[src/rtl/img_stream_reader_pkg.sv]
// Shared definitions for the Sobel pixel path: default frame size,
// FSM state encoding and small sizing helpers.
package img_stream_reader_pkg;

    // Default frame geometry shared by every Sobel-path block
    localparam int DEF_MAX_ROW = 540;
    localparam int DEF_MAX_COL = 540;
    localparam int DEF_ADDR_W  = 19;

    // Reader FSM encoding
    localparam int ST_W = 3;
    typedef logic [ST_W-1:0] state_t;

    localparam logic [2:0] ST_IDLE      = 3'd0;
    localparam logic [2:0] ST_READ      = 3'd1;
    localparam logic [2:0] ST_DRAIN     = 3'd2;
    localparam logic [2:0] ST_WAIT_DONE = 3'd3;
    localparam logic [2:0] ST_DONE      = 3'd4;

    // Cycles from the last read issue until its byte leaves DATA_O
    localparam int RD_LAT       = 2;
    localparam int DRAIN_CYCLES = RD_LAT;

    // Counter width for a range of n values; never narrower than one bit
    function automatic int cnt_w(input int n);
        return (n > 1) ? $clog2(n) : 1;
    endfunction

endpackage

[src/rtl/img_stream_reader_raster_counter.sv]
// Raster position tracker: column/row counters with wrap plus a linear
// pixel counter. All three return to 0 after the final pixel so none of
// them ever overflows.
module raster_counter
    import img_stream_reader_pkg::*;
#(
    parameter int MAX_ROW = DEF_MAX_ROW,
    parameter int MAX_COL = DEF_MAX_COL,
    parameter int ADDR_W  = DEF_ADDR_W
) (
    input  logic              clk,
    input  logic              rst_n,
    input  logic              clr,
    input  logic              adv,
    output logic [ADDR_W-1:0] pix,
    output logic              last
);

    localparam int COL_W = cnt_w(MAX_COL);
    localparam int ROW_W = cnt_w(MAX_ROW);

    logic [COL_W-1:0] col;
    logic [ROW_W-1:0] row;
    logic             col_last;

    assign col_last = (col == COL_W'(MAX_COL - 1));
    assign last     = col_last && (row == ROW_W'(MAX_ROW - 1));

    // Step through the frame in raster order; wrap everything on the last pixel
    always_ff @(posedge clk or negedge rst_n) begin
        if (!rst_n) begin
            col <= '0;
            row <= '0;
            pix <= '0;
        end else if (clr) begin
            col <= '0;
            row <= '0;
            pix <= '0;
        end else if (adv) begin
            if (last) begin
                col <= '0;
                row <= '0;
                pix <= '0;
            end else if (col_last) begin
                col <= '0;
                row <= row + ROW_W'(1);
                pix <= pix + ADDR_W'(1);
            end else begin
                col <= col + COL_W'(1);
                pix <= pix + ADDR_W'(1);
            end
        end
    end

endmodule

[src/rtl/img_stream_reader.sv]
// Frame reader: streams one image out of the frame RAM in raster order
// into the Sobel core, then waits for the core to finish before
// reporting frame completion.
module img_stream_reader
    import img_stream_reader_pkg::*;
#(
    parameter int MAX_ROW = DEF_MAX_ROW,
    parameter int MAX_COL = DEF_MAX_COL,
    parameter int ADDR_W  = DEF_ADDR_W
) (
    input  logic              CLK,
    input  logic              RST_N,
    input  logic              START_I,
    input  logic              STALL_I,
    output logic [ADDR_W-1:0] MEM_ADDR_O,
    output logic              MEM_RD_EN_O,
    input  logic [7:0]        MEM_DATA_I,
    output logic [7:0]        DATA_O,
    output logic              DATA_EN_O,
    output logic              CORE_RUN_O,
    input  logic              CORE_DONE_I,
    output logic              FRAME_DONE_O,
    output logic              BUSY_O
);

    state_t            state;
    logic [0:0]        drain_cnt;
    logic              rd_en;
    logic              clr;
    logic              last;
    logic [ADDR_W-1:0] pix;
    // vld_pipe[1]: RAM data valid on MEM_DATA_I; vld_pipe[2]: byte on DATA_O
    logic [RD_LAT:1]   vld_pipe;

    // A read is issued every unstalled READ cycle; a start clears the counters
    assign rd_en = (state == ST_READ) && !STALL_I;
    assign clr   = (state == ST_IDLE) && START_I;

    raster_counter #(
        .MAX_ROW (MAX_ROW),
        .MAX_COL (MAX_COL),
        .ADDR_W  (ADDR_W)
    ) u_cnt (
        .clk   (CLK),
        .rst_n (RST_N),
        .clr   (clr),
        .adv   (rd_en),
        .pix   (pix),
        .last  (last)
    );

    // Frame sequencing; START_I only counts in IDLE, CORE_DONE_I only in WAIT_DONE
    always_ff @(posedge CLK or negedge RST_N) begin
        if (!RST_N) begin
            state     <= ST_IDLE;
            drain_cnt <= '0;
        end else begin
            case (state)
                ST_IDLE: begin
                    if (START_I) state <= ST_READ;
                end
                ST_READ: begin
                    if (rd_en && last) begin
                        state     <= ST_DRAIN;
                        drain_cnt <= '0;
                    end
                end
                ST_DRAIN: begin
                    if (drain_cnt == 1'(DRAIN_CYCLES - 1)) state <= ST_WAIT_DONE;
                    else drain_cnt <= drain_cnt + 1'b1;
                end
                ST_WAIT_DONE: begin
                    if (CORE_DONE_I) state <= ST_DONE;
                end
                ST_DONE: begin
                    state <= ST_IDLE;
                end
                default: begin
                    state <= ST_IDLE;
                end
            endcase
        end
    end

    // Read-data pipeline: capture RAM data the cycle after the strobe, hold otherwise
    always_ff @(posedge CLK or negedge RST_N) begin
        if (!RST_N) begin
            vld_pipe <= '0;
            DATA_O   <= '0;
        end else begin
            vld_pipe <= {vld_pipe[RD_LAT-1:1], rd_en};
            if (vld_pipe[1]) DATA_O <= MEM_DATA_I;
        end
    end

    assign DATA_EN_O    = vld_pipe[RD_LAT];
    assign MEM_RD_EN_O  = rd_en;
    assign MEM_ADDR_O   = pix;
    // Core stays running from READ entry through the cycle its done is seen
    assign CORE_RUN_O   = (state == ST_READ) || (state == ST_DRAIN) || (state == ST_WAIT_DONE);
    assign FRAME_DONE_O = (state == ST_DONE);
    assign BUSY_O       = (state != ST_IDLE);

endmodule
[config.mk]
export PLATFORM = sky130hd
export DESIGN_NAME = img_stream_reader
export DESIGN_NICKNAME = d
export VERILOG_FILES = /design/src/rtl/img_stream_reader_pkg.sv /design/src/rtl/img_stream_reader_raster_counter.sv /design/src/rtl/img_stream_reader.sv
export SDC_FILE = /design/constraint.sdc
export NUM_CORES = 1
export LEC_CHECK = 0
export ABC_AREA = 1
export CORE_UTILIZATION = 30
export DETAILED_ROUTE_END_ITERATION = 10
export MAX_ROUTING_LAYER = met4
export SETUP_SLACK_MARGIN = 0.02
export SLEW_MARGIN = 0
export SYNTH_ARGS = -nofsm -noshare
export SYNTH_HDL_FRONTEND = slang
export SYNTH_SLANG_ARGS = --single-unit
export TNS_END_PERCENT = 5
[constraint.sdc]
create_clock -name CLK -period 2.15 [get_ports CLK]
set_input_delay 0.645 -clock CLK [delete_from_list [all_inputs] [get_ports CLK]]
set_output_delay 0.645 -clock CLK [all_outputs]
set_load 0.1 [all_outputs]
Word level (Yosys, flattened, before mapping)
Cells that the tools add are included.
W data, S select, Z words.

operators by class
  multipliers = 0
  order comparisons = 0
  div/mod/pow operators = 0
  muxes and demuxes = 19
  shifts and indexed selects = 0
  reductions and logical operators = 15
  bitwise logic cells = 0
  add/subtract/negate cells = 4
  eq/ne operators = 10

operators by type and width
  cell                     number
  $mux W10                 8
  $mux W19                 3
  $add A10 B1 Y10 const B  2
  $eq A10 B10 Y1 const B   2
  $add A19 B1 Y19 const B  1
  $mux W3                  4
  $pmux W3 S4              1
  $eq A3 B2 Y1 const B     2
  $ne A2 B2 Y1 const B     3
  $reduce_bool A3 Y1       2
  $logic_and A1 B1 Y1      4
  $reduce_and A2 Y1        2
  $reduce_and A4 Y1        1
  $reduce_bool A2 Y1       2
  $eq A3 B1 Y1 const B     1
  $eq A3 B3 Y1 const B     1
  $logic_not A3 Y1         1
  $logic_or A1 B1 Y1       2
  $mux W1                  2
  $ne A2 B1 Y1 const B     1
  $pmux W1 S2              1
  $add A1 B1 Y1 const B    1
  $logic_not A1 Y1         1

storage, ports and cells
  RAM bits = 0
  output and inout port bits = 32
  bits in latches = 0
  ROM bits = 0
  flip-flop bits (word level) = 53
  memories = 0

Depth between registers and ports, before layout
Gate-level depths: netlist of the first run.

  depth after elaboration = 5
  depth in mapped cells = 11
  mapped depth without buffers = 10

By module
Synthesis of the first run repeated with hierarchy kept, for this count alone.

second synthesis, totals
  cells, all modules = 380
  area total of the unflattened synthesis = 2,922.8 um2

by module, submodules not included
  module             area an instance (um2)  times used  cells an instance  seq. area each (um2)
  raster_counter     2,308.5                 1           319                975.9
  img_stream_reader  614.3                   1           61                 350.3

Worst setup path after synthesis of the first run
No wires, ideal clock.

  path type = register to output
  start point = register state[1]
  end point = output FRAME_DONE_O
  cell stages (with the launch flop) = 2
  buffers on the path = 0
  arrival time = 2.655 ns
  slack = -1.150 ns
  cells stage by stage = dfrtp_1 > nor3b_1

between the ends
  word-level cells in the longest chain between the ends = 1

RTL lines
  item                      line                      text
  start: declaration        img_stream_reader.sv:26   state_t state;
  start signal: assignment  img_stream_reader.sv:55   state <= ST_IDLE;
  start signal: assignment  img_stream_reader.sv:60   if (START_I) state <= ST_READ;
  start signal: assignment  img_stream_reader.sv:64   state <= ST_DRAIN;
  $eq A3 B3 Y1              img_stream_reader.sv:101  assign FRAME_DONE_O = (state == ST_DONE);
  end: declaration          img_stream_reader.sv:22   output logic FRAME_DONE_O,

No other way between the ends.

Worst setup path after layout of the first run
  start point = register state[0]
  end point = output BUSY_O

between the ends
  word-level cells in the longest chain between the ends = 1

RTL lines
  item                line                      text
  $reduce_bool A3 Y1  img_stream_reader.sv:102  assign BUSY_O = (state != ST_IDLE);
  end: declaration    img_stream_reader.sv:23   output logic BUSY_O

No other way between the ends.

==> impl_results.md, run 1 <==
* End-of-flow core utilization at 0.413
* Clk sinks at 53
* Syn Inst Count at 385
* Register area share after synthesis at 0.444
* Post-synth EDFFs at 0
* Top-level I/O count at 45
* Final nets at 459
* Wire length per cell at 11.5 microns
* LEAKAGE at 0.00188 uW
* Run status: complete, no violations
* Drt pass-1 iters at 4
* Initial antenna violation count at 0
* Total die area at 10400 sq um
* Post CTS Setup Buffer Count at 0
* Dpl hpwl at 5.16 mm
* Global-route wire length before repair at 11.6 mm
* Syn Area/Cell at 7.77 sq um
* Final wirelength at 6.66 mm
* Number of distinct library cells after synthesis at 34
* CTS Hold Bufs at 0
* Rows at 36
* Vias in the first global route at 2608
* Synth area leaders: dfrtp_1, nand2_1, nor2_1
* Fillcell total at 969
* Area after DPL at 3900 sq um
* Top cell type's share of synthesized area at 0.444
* Count of buffers from port buffering at 44
* Critical path required time at 1500 ps
* Largest net degree at the start of global routing at 34
* Synthesis Warnings at 0
* Clk Latency, worst-skew pair at 310 ps
* Worst Path Arrival at 1380 ps
* Hold Violations, Final at 0
* Crit Path Category: register to output port
* Clock Tree Root: clkbuf_8
* Initial Util at 0.307
* Min Tclk post-route at 2030 ps
* Layout cells sized above 1 at 0.191
* Worst-path clk slew at 100 ps
* Async SR Flop Fraction at 1.00
* Post-route ant nets at 0
* Area Overhead vs Synth at 34.3%
* Ys flop type: dfrtp_1
* Final setup viols at 0
* H-tree Lvls at 2
* Worst min path class: primary input to async pin
* CTS tree: yes
* Vias at 2625
* Unrepaired setup endpoints after global routing: no
* Die X at 102 microns
* Die Ht at 102 microns
* Via-per-instance ratio at 4.55
* Least-Margin Pin Slew at 421 ps
* Inserted Diodes at 0
* Skew final at 11.9 ps
* Count of state elements after synthesis at 53
* DRT iter0 DRCs at 134
* Worst setup SP type: register
* Peak supply drop at 767 uV
* Element type at the critical path end: output port
* Clk buf depth at 2
* Tcrit/Tclk final at 0.943
* Pwr/cell area at 1450 nW/um^2
* Post-synth top area cell: dfrtp_1
* Final Cell Area at 4020 sq um
* Gr ovfl total at 0
* Remaining routing DRC violations at 0
* Synthesized area at 2990 sq um
* CORE AREA at 9730 sq um
* WHS at 196 ps
* Slew Viols, Final at 0
* Max FO, Critical Path at 5
* Gpl congestion at 0.855
* Total CTS buffers at 5
* Most common cell in the synthesized netlist: nand2_1
* Total track usage at 0.145
* Fmax at 493 MHz
* Mapped Nets at 401
* Synth top cells by count: nand2_1, nor2_1, dfrtp_1
* Max_cap viols at 0
* Normalized max-slew margin at 0.717
==> sequential cells by signal, indices dropped and copies added, names as in the netlist <==
signal / flops
u_cnt.pix: 19
u_cnt.col: 10
u_cnt.row: 10
DATA_O: 8
state: 3
vld_pipe: 2
drain_cnt: 1
==> cell families after synthesis <==
family / synth area share
AND/OR/NAND/NOR: 0.356
buffers and inverters: 0.0837
flip-flops: 0.444
AO/OA/AOI/OAI: 0.0418
XOR/XNOR: 0.0322
multiplexers: 0.0301
adder cells (fa/ha/maj): 0.0126
==> through the flow <==
step | total power (uW) | setup slack, ps | std cells | TNS, ps
after floorplan | 4030 | -163 | 385 | -163
after global placement | 5110 | -89.3 | 569 | -89.3
after detailed placement | 5160 | -82.6 | 569 | -128
after CTS | 5890 | 99.5 | 577 | 0
after global routing | 6160 | 32.7 | 577 | 0
final | 5840 | 122 | 577 | 0
==> layer usage <==
layer,wire [microns],vias to the layer above,global-route usage
met3,264,5,0.0253
met2,3270,50,0.252
met4,51,0,0.0330
met5,0,-,-
met1,3070,1231,0.175
li1,-,1339,-
==> worst max-delay path, cell delays in order, from the launching register on <==
cell	delay, ps
dfrtp_1	440
nor2_2	260
nand2_1	180
buf_12	210
==> worst paths after layout <==
| check | from | endpoint | slack [ps] | depth (start not counted) |
|---|---|---|---|---|
| min | RST_N | vld_pipe[2] | 200 | 1 |
| max in group asynchronous | RST_N | u_cnt.pix[16] | 1500 | 2 |
| min reg2reg | DATA_O[0] | DATA_O[0] | 520 | 1 |
| max | state[0] | BUSY_O | 120 | 3 |
| min in group CLK | DATA_O[0] | DATA_O[0] | 520 | 1 |
| max reg2reg | state[0] | u_cnt.row[4] | 460 | 10 |
==> timing repair <==
item | in CTS | in global routing
endpoints found under the hold margin | 0 | 0
endpoints found under the setup margin | 1 | 0
gates resized for setup | 3 | 0
==> power breakdown <==
part	leakage [uW]	switching (uW)	total, uW	internal, uW
sequential	0.000697	354	1650	1290
clock	0.0000574	342	721	379
combinational	0.00112	2350	3470	1110
total	0.00188	3050	5840	2790
==> cell usage in the layout (no fill, tap or decap), types with 2 or more instances in the layout <==
| cell | n |
|---|---|
| a21oi_1 | 4 |
| buf_12 | 27 |
| buf_4 | 20 |
| clkbuf_8 | 6 |
| clkdlybuf4s50_1 | 10 |
| dfrtp_1 | 53 |
| ha_1 | 3 |
| inv_1 | 43 |
| inv_2 | 4 |
| mux2_2 | 8 |
| nand2_1 | 99 |
| nand2_4 | 2 |
| nand3_1 | 25 |
| nand3_2 | 2 |
| nand3_4 | 2 |
| nand4_1 | 17 |
| nor2_1 | 64 |
| nor2_2 | 5 |
| nor3_1 | 10 |
| o21ai_0 | 13 |
| o21bai_1 | 2 |
| xnor2_1 | 2 |
| xor2_1 | 9 |
==> area by class of cell <==
class                      instances  area [sq um]  share of cell area
clock buffer                       6          82.6              0.0206
sequential                        53          1330               0.330
timing repair buffer              59           805               0.200
clock inverter                     2          37.5             0.00935
multi-input combinational        277          1420               0.354
inverter                          47           176              0.0439
tap                              133           166              0.0414
No activity file was read; power rests on OpenSTA's default activity.
==> run 2: changes to the inputs <==
CORE_UTILIZATION = 40   (was 30)
PLACE_DENSITY = 0.74   (was not set)
==> run 2 against run 1 <==
Effect of this change: via count up 1.1%; setup slack better by 6.1 ps; critical path depth up 1; hold slack better by 110 ps; clock-buffer cell count down 1; cell count down 6.2%; sequential cell count unchanged; combinational power down 1%; design area down 2.4%; die area down 25%; highest routed layer unchanged.
==> impl_results.md, run 2 (synthesis results as in run 1) <==
* Normalized max-slew margin at 0.723
* Run status: complete, no violations
* Pwr/cell area at 1440 nW/um^2
* Top-level I/O count at 45
* Final Cell Area at 3920 sq um
* Initial Util at 0.412
* Reg power frac at 0.292
* Fmax at 495 MHz
* Wire length per cell at 11.4 microns
* Total CTS buffers at 5
* Worst R2R Start: state[1]
* Post CTS Setup Buffer Count at 0
* Worst Path Arrival at 1380 ps
* Die X at 88.5 microns
* Final wirelength at 6.18 mm
* Gr ovfl total at 0
* Fillcell total at 666
* Tcrit/Tclk final at 0.940
* Total track usage at 0.181
* R2R cell count at 10
* Commonest non-fill, non-tap cell in the layout: nand2_1
* Least-Margin Pin Slew at 412 ps
* Cell Int Power at 2620 uW
* Min Tclk post-route at 2020 ps
* Vias in the first global route at 2534
* Clk sinks at 53
* Gpl congestion at 0.860
* Clk Latency, worst-skew pair at 310 ps
* End-of-flow core utilization at 0.540
* P_sw at 3030 uW
* Clock Tree Root: clkbuf_8
* Slew Viols, Final at 0
* Skew final at 7.60 ps
* Largest net degree at the start of global routing at 54
* Placed insts at 533
* Final worst setup slack at 128 ps
* Largest register FFs at 19
* Unrepaired setup endpoints after global routing: no
* DRT iter0 DRCs at 156
* CORE AREA at 7250 sq um
* Final nets at 457
* Area Overhead vs Synth at 31.1%
* Critical path required time at 1500 ps
* Remaining routing DRC violations at 0
* Crit Path Category: register to output port
* Clk buf depth at 2
* Post-Layout Cell Count at 541
* Inserted Diodes at 0
* Combinational share of power at 0.605
* Count of buffers from port buffering at 44
* Worst-path clk slew at 100 ps
* Vias at 2653
* Biggest regs: u_cnt.pix (19), u_cnt.col (10), u_cnt.row (10)
* Commonest cells after routing, fill and taps aside: nand2_1, nor2_1, dfrtp_1, inv_1, buf_12
* Area after DPL at 3830 sq um
* Clock share of power at 0.102
* Rows at 31
* Global-route wire length before repair at 10.8 mm
* Final setup viols at 0
* Reg with most FFs: u_cnt.pix
* Post-route ant nets at 0
* Drt pass-1 iters at 4
* Die Ht at 88.5 microns
* Dpl hpwl at 4.78 mm
* LEAKAGE at 0.00185 uW
* Critical path launch point: state[1]
* Worst slack, placed at -53.2 ps
* Switch share at 0.537
* Max FO, Critical Path at 7
* Via-per-instance ratio at 4.90
* Layout cells sized above 1 at 0.188
* Element type at the critical path end: output port
* CTS Hold Bufs at 0
* Peak supply drop at 958 uV
* Max_cap viols at 0
* Hold Violations, Final at 0
* Total die area at 7830 sq um
* Worst setup SP type: register
* Worst min path class: primary input to async pin
* CTS tree: yes
* Initial antenna violation count at 0
* H-tree Lvls at 2
-- run 2: cell types whose count changed in the layout (fill, tap and decap cells not counted) --
| cell | previous run | this run |
|---|---|---|
| clkbuf_8 | 6 | 5 |
| clkinv_4 | 0 | 1 |
| buf_4 | 20 | 19 |
| dfrtp_1 | 53 | 52 |
| buf_12 | 27 | 26 |
| inv_2 | 4 | 3 |
| inv_1 | 43 | 44 |
| bufinv_16 | 1 | 0 |
| inv_6 | 0 | 1 |
| dfrtp_2 | 0 | 1 |
-- run 2: routing by layer --
| layer | wire length, microns | vias to the layer above | track usage |
|---|---|---|---|
| li1 | - | 1334 | - |
| met1 | 2830 | 1254 | 0.214 |
| met2 | 3050 | 58 | 0.313 |
| met3 | 236 | 7 | 0.0326 |
| met4 | 63 | 0 | 0.0543 |
| met5 | 0 | - | - |
-- run 2: final cells by class --
| type | instances | area, sq um | area share |
|---|---|---|---|
| flip-flops and latches | 53 | 1330 | 0.339 |
| inverters | 47 | 176 | 0.0450 |
| clock inverters | 3 | 25.0 | 0.00638 |
| repair buffers | 57 | 777 | 0.198 |
| clock buffers | 5 | 68.8 | 0.0176 |
| multi-input cells | 277 | 1420 | 0.363 |
| well taps | 99 | 124 | 0.0316 |
-- run 2: path summary, 6_finish.rpt --
path / slack (ps) / end
min reg2reg: 520 / DATA_O[6]
min: 310 / u_cnt.col[6]
max: 130 / MEM_RD_EN_O
max reg2reg: 460 / u_cnt.pix[10]
max in group asynchronous: 1570 / state[0]
min in group CLK: 520 / DATA_O[6]
-- run 2: critical path, cell delays in order (launching register included) --
cell,delay (ps)
dfrtp_1,470
inv_1,190
nand3_2,120
inv_2,110
buf_12,180
-- run 2: power groups by stage --
stage                     Clock (uW)  Sequential, uW  Combinational (uW)
after CTS                        597            1650                3440
after global placement             0            1650                3400
after floorplan                    0            2780                1240
after global routing             641            1700                3640
final                            577            1650                3420
after detailed placement           0            1670                3430
-- run 2: what timing repair did --
action                                  CTS  global route
endpoints found under the setup margin    1             1
gates resized for setup                   2             1
hold endpoints to repair                  0             0
-- run 2: stage by stage --
step           TNS, ps  total power, uW  hold WS (ps)
4_1_cts              0             5690           324
5_1_grt              0             5980           327
6_report             0             5650           310
3_3_place_gp     -53.9             5040           491
3_5_place_dp     -53.2             5100           497
2_1_floorplan     -163             4030           349
